<file path="src/rtl/oled_byte_writer.sv">
// oled_byte_writer: responder side of the sendData/sendDataValid/sendDone
// four-phase handshake. Each accepted byte is shifted MSB-first onto the OLED
// SPI pins as display data. At column 0 of a page, a three-byte page-address
// command sequence is sent ahead of the data byte.
module oled_byte_writer #(
  parameter int unsigned CLK_DIV = 5,
  parameter int unsigned COLS    = 128,
  parameter int unsigned PAGES   = 4,
  localparam int unsigned PW     = (PAGES > 1) ? $clog2(PAGES) : 1,
  localparam int unsigned CW     = $clog2(COLS)
) (
  input  logic          clock,
  input  logic          reset,
  input  logic [7:0]    sendData,
  input  logic          sendDataValid,
  output logic          sendDone,
  output logic          oled_spi_clk,
  output logic          oled_spi_data,
  output logic          oled_dc_n,
  output logic [PW-1:0] cursor_page,
  output logic [CW-1:0] cursor_col
);

  localparam int unsigned DW = (CLK_DIV > 1) ? $clog2(CLK_DIV) : 1;

  typedef enum logic [1:0] {StIdle, StCmd, StData, StAck} state_e;

  state_e        state_q, state_d;
  logic [7:0]    shreg_q, shreg_d;     // byte currently on the wire, MSB next
  logic [7:0]    byte_q, byte_d;       // latched display byte
  logic [1:0]    cmd_idx_q, cmd_idx_d; // which command byte is being sent
  logic [DW-1:0] div_q, div_d;         // cycles within the current half-period
  logic          half_q, half_d;       // 0: SCLK low half, 1: SCLK high half
  logic [2:0]    bit_q, bit_d;         // bit index within the byte
  logic          tail_q, tail_d;       // data byte fully sent, ack next cycle
  logic          done_q, done_d;
  logic          sclk_q, sclk_d;
  logic          mosi_q, mosi_d;
  logic          dc_q, dc_d;
  logic [PW-1:0] page_q, page_d;
  logic [CW-1:0] col_q, col_d;

  logic last_div;
  logic bit_done;
  logic byte_end;
  logic col_last;
  logic page_last;

  assign last_div  = (div_q == DW'(CLK_DIV - 1));
  assign bit_done  = last_div & half_q;
  assign byte_end  = bit_done & (bit_q == 3'd7);
  assign col_last  = (col_q == CW'(COLS - 1));
  assign page_last = (page_q == PW'(PAGES - 1));

  // Next-state logic for the handshake FSM, serializer and cursor
  always_comb begin
    state_d   = state_q;
    shreg_d   = shreg_q;
    byte_d    = byte_q;
    cmd_idx_d = cmd_idx_q;
    div_d     = div_q;
    half_d    = half_q;
    bit_d     = bit_q;
    tail_d    = tail_q;
    done_d    = done_q;
    sclk_d    = sclk_q;
    mosi_d    = mosi_q;
    dc_d      = dc_q;
    page_d    = page_q;
    col_d     = col_q;

    unique case (state_q)
      StIdle: begin
        if (sendDataValid && !done_q) begin
          byte_d    = sendData;
          div_d     = '0;
          half_d    = 1'b0;
          bit_d     = 3'd0;
          tail_d    = 1'b0;
          cmd_idx_d = 2'd0;
          if (col_q == '0) begin
            state_d = StCmd;
            shreg_d = 8'hB0 | 8'(page_q);
          end else begin
            state_d = StData;
            shreg_d = sendData;
          end
        end
      end

      StCmd, StData: begin
        if (tail_q) begin
          // Byte has finished; SCLK already rests high and MOSI holds
          tail_d  = 1'b0;
          done_d  = 1'b1;
          state_d = StAck;
          if (col_last) begin
            col_d  = '0;
            page_d = page_last ? '0 : page_q + 1'b1;
          end else begin
            col_d = col_q + 1'b1;
          end
        end else begin
          // dc follows the state so it only changes at a byte boundary
          sclk_d = half_q;
          mosi_d = shreg_q[7];
          dc_d   = (state_q == StData);

          div_d = last_div ? '0 : div_q + 1'b1;
          if (last_div) begin
            half_d = ~half_q;
          end
          if (bit_done) begin
            bit_d   = bit_q + 3'd1;
            shreg_d = {shreg_q[6:0], 1'b0};
          end

          if (byte_end) begin
            if (state_q == StCmd) begin
              if (cmd_idx_q == 2'd2) begin
                state_d = StData;
                shreg_d = byte_q;
              end else begin
                cmd_idx_d = cmd_idx_q + 2'd1;
                shreg_d   = (cmd_idx_q == 2'd0) ? 8'h00 : 8'h10;
              end
            end else begin
              tail_d = 1'b1;
            end
          end
        end
      end

      StAck: begin
        if (!sendDataValid) begin
          done_d  = 1'b0;
          state_d = StIdle;
        end
      end

      default: state_d = StIdle;
    endcase
  end

  // State register with synchronous active-high reset
  always_ff @(posedge clock) begin
    if (reset) begin
      state_q   <= StIdle;
      shreg_q   <= 8'h00;
      byte_q    <= 8'h00;
      cmd_idx_q <= 2'd0;
      div_q     <= '0;
      half_q    <= 1'b0;
      bit_q     <= 3'd0;
      tail_q    <= 1'b0;
      done_q    <= 1'b0;
      sclk_q    <= 1'b1;
      mosi_q    <= 1'b0;
      dc_q      <= 1'b1;
      page_q    <= '0;
      col_q     <= '0;
    end else begin
      state_q   <= state_d;
      shreg_q   <= shreg_d;
      byte_q    <= byte_d;
      cmd_idx_q <= cmd_idx_d;
      div_q     <= div_d;
      half_q    <= half_d;
      bit_q     <= bit_d;
      tail_q    <= tail_d;
      done_q    <= done_d;
      sclk_q    <= sclk_d;
      mosi_q    <= mosi_d;
      dc_q      <= dc_d;
      page_q    <= page_d;
      col_q     <= col_d;
    end
  end

  assign sendDone      = done_q;
  assign oled_spi_clk  = sclk_q;
  assign oled_spi_data = mosi_q;
  assign oled_dc_n     = dc_q;
  assign cursor_page   = page_q;
  assign cursor_col    = col_q;

endmodule

</file>
<file path="config.mk">
export PLATFORM = sky130hd
export DESIGN_NAME = oled_byte_writer
export DESIGN_NICKNAME = d
export VERILOG_FILES = /design/src/rtl/oled_byte_writer.sv
export SDC_FILE = /design/constraint.sdc
export NUM_CORES = 1
export LEC_CHECK = 0
export CAP_MARGIN = 15
export CORE_MARGIN = 2
export CORE_UTILIZATION = 39
export DETAILED_ROUTE_END_ITERATION = 6
export SYNTH_ARGS = -nofsm -noshare
export SYNTH_HDL_FRONTEND = slang
export SYNTH_SLANG_ARGS = --single-unit
</file>
<file path="constraint.sdc">
create_clock -name clock -period 2.1 [get_ports clock]
set_clock_uncertainty 0.1 [all_clocks]
set_input_delay 0.315 -clock clock [delete_from_list [all_inputs] [get_ports clock]]
set_output_delay 0.315 -clock clock [all_outputs]
set_load 0.02 [all_outputs]
</file>
==> results.toml <==
[worst_setup_path]
critPathKind = "flip-flop to flip-flop"
crit_arrival_ns = 2.07
cp.required_ns = 2.21
cp_max_fo = 10
endpoint_kind = "flip-flop"
startpoint_type = "flip-flop"

[routing]
dr_wl_met3_microns = 214
met1_length_microns = 2520
avgRoutedWirePerCell_microns = 14.2
routed.top_layer = "met4"
drt_iter0_drc = 208
vias = 2017
route.detailed.drc = 0
drtAntennaViolNets = 0
drt_pass1_iterations = 4
wl_met2_microns = 2540
vias_per_cell = 5.38
drt_wl_total_microns = 5320

[yosys]
syn_area_per_cell_sq_um = 8.46
synth_flop_cell = "dfxtp_1"
ys_ff_latch = 41
postSynth.asyncResetShare_pct = 0
synthTopCellsByCount = "41 x dfxtp_1, 24 x nor2_1, 16 x a21oi_1, 16 x o21ai_0, 15 x inv_1"
synth_edf_count = 0
syn-cell-area_sq_um = 2260
ys_types = 47
syn_inst = 267
yosysWarnings = 0
synth_largest_area_cell = "dfxtp_1"
yosysMostFrequentCell = "dfxtp_1"
synth_area_leaders = "dfxtp_1 36%, ha_1 7.8%, mux2i_1 4.9%, nor2_1 4.0%, a21oi_1 3.5%"
synth_top_area_share_pct = 36.3
seq_area_frac_synth_pct = 36.3
postSynthNetCount = 292

[cts]
clock_latency_ns = 0.29
numCtsBuffers = 5
clock-sinks = 41
clk_pin_slew_worst_paths_ns = 0.08
cts_root_buf = "clkbuf_8"
htreeDepth = 2
postCtsHoldBufs = 0
cts_tree = "built"
clk_path_buf_depth = 2

[final_layout]
fillCellCount = 554
syn_to_final_growth_pct = 24.7
fin_nets = 328
utilization_pct = 50.8
antenna_cells = 0
drive_gt1_share_pct = 13.9

[placed_design]
io_buffers = 23
routabilityCongestion = 0.768
place_ws_ns = 0.0419
dp.final_hpwl_microns = 3720

[pwr]
leakage_nw = 1.08
peakVddDrop_v = 0.000513
power_density_nw_per_um2 = 1050

[floorplanning]
rows = 27
die_x_microns = 80.1
dieArea_sq_um = 6420
die_h_microns = 80.1
ioPinCount = 24
initial_core_util_pct = 40.8
core-area_sq_um = 5540

[global_route]
grt_pass1_vias = 1944
track_usage_pct = 17.9
grt_pass1_wl_microns = 9050
antenna_found_initial = 0
grt_max_degree = 45
overflow = 0

[sta]
finalSetupViolations = 0
slew_headroom_pct = 63.4
slew_violations = 0
period_share_pct = 93.6
hold_violations = 0
worst_pin_slew_ns = 0.544
min_period_ns = 1.96
setup_slack_ns = 0.135
fmax_ghz = 0.509

[worst_hold_path]
hold_path_class = "flip-flop to flip-flop"

[outcome]
status = "complete, no violations"

[job]
cap_violations = 0
-- per-stage QoR --
stage          area [sq um]  std cells  hold WS [ns]  setup TNS [ns]  power [mW]
2_1_floorplan          2260        267         0.348               0        1.83
3_3_place_gp           2690        368         0.345               0        2.29
3_5_place_dp           2690        368         0.353               0        2.30
4_1_cts                2800        375         0.373               0        2.93
5_1_grt                2820        375         0.402        -0.00978        3.18
6_report               2820        375         0.370               0        2.94
-- layout by cell type (no fill, tap or decap), types with 6 or more instances in the layout --
master,netlist,layout
dfxtp_1,41,41
nor2_1,24,24
buf_4,0,24
clkdlybuf4s50_1,0,23
o21ai_0,16,16
inv_1,15,15
a21oi_1,16,15
nand2_1,14,14
ha_1,14,14
mux2i_1,11,11
nand4_1,10,10
nand3b_1,9,9
nand3_1,7,7
nor3_1,7,7
nand2b_1,7,6
a21boi_0,6,6
-- layout make-up --
cell class	count	area [sq um]	share of cell area (%)
clock buffer	5	68.8	2.44
clock inverter	2	35.0	1.24
inverter	15	56.3	2.00
multi-input combinational	192	1320	46.7
sequential	41	821	29.1
tap	72	90.1	3.20
timing repair buffer	48	430	15.3
-- worst paths after layout --
path                                         startpoint                 endpoint  slack (ns)  cells past startpoint
worst max-delay path            state_q[0]$_SDFFE_PP0P_  shreg_q[4]$_SDFFE_PP0P_        0.14                      6
worst min-delay path             oled_dc_n$_SDFFE_PP1P_   oled_dc_n$_SDFFE_PP1P_        0.37                      1
worst min register to register   oled_dc_n$_SDFFE_PP1P_   oled_dc_n$_SDFFE_PP1P_        0.37                      1
worst max register to register  state_q[0]$_SDFFE_PP0P_  shreg_q[4]$_SDFFE_PP0P_        0.14                      6
-- what timing repair did --
action                                  in CTS  in global routing
hold endpoints to repair                     0                  0
buffers inserted                             0                  0
endpoints found under the setup margin       0                 19
resized for setup                            0                  6
-- cell families after synthesis --
kind of cell | count (synthesis) | synth area share [%]
mux | 12 | 5.37
flops | 41 | 36.3
fa+ha+maj | 14 | 7.76
simple gates | 92 | 21.2
compound gates | 70 | 21.4
buf+inv | 34 | 6.37
xor+xnor | 4 | 1.55
-- registers in the layout, summed over array words and instances (netlist names), 2 cells and up --
| signal | cells |
|---|---|
| cursor_col | 7 |
| state_q | 2 |
| cmd_idx_q | 2 |
| div_q | 3 |
| bit_q | 3 |
| byte_q | 8 |
| shreg_q | 8 |
| cursor_page | 2 |
-- critical path: stages (launching register included) --
cell and delay, ns:
dfxtp_1 0.33, inv_1 0.06, ha_1 0.33, and2_1 0.19, a211o_4 0.37, a311o_1 0.28
o31ai_1 0.23
-- power breakdown --
part           internal, mW  switching (mW)  total [mW]  leakage [nW]
Clock                 0.346           0.271       0.616        0.0540
Sequential            0.890          0.0664       0.956         0.334
Combinational         0.640           0.732        1.37         0.691
Total                  1.88            1.07        2.94          1.08
-- routing by layer --
layer,vias to the layer above,global-route usage [%]
met4,0,4.07
met5,-,0
met2,35,30.8
met1,948,23.4
li1,1029,-
met3,5,3.15
Power figures use the tool's default switching activity.
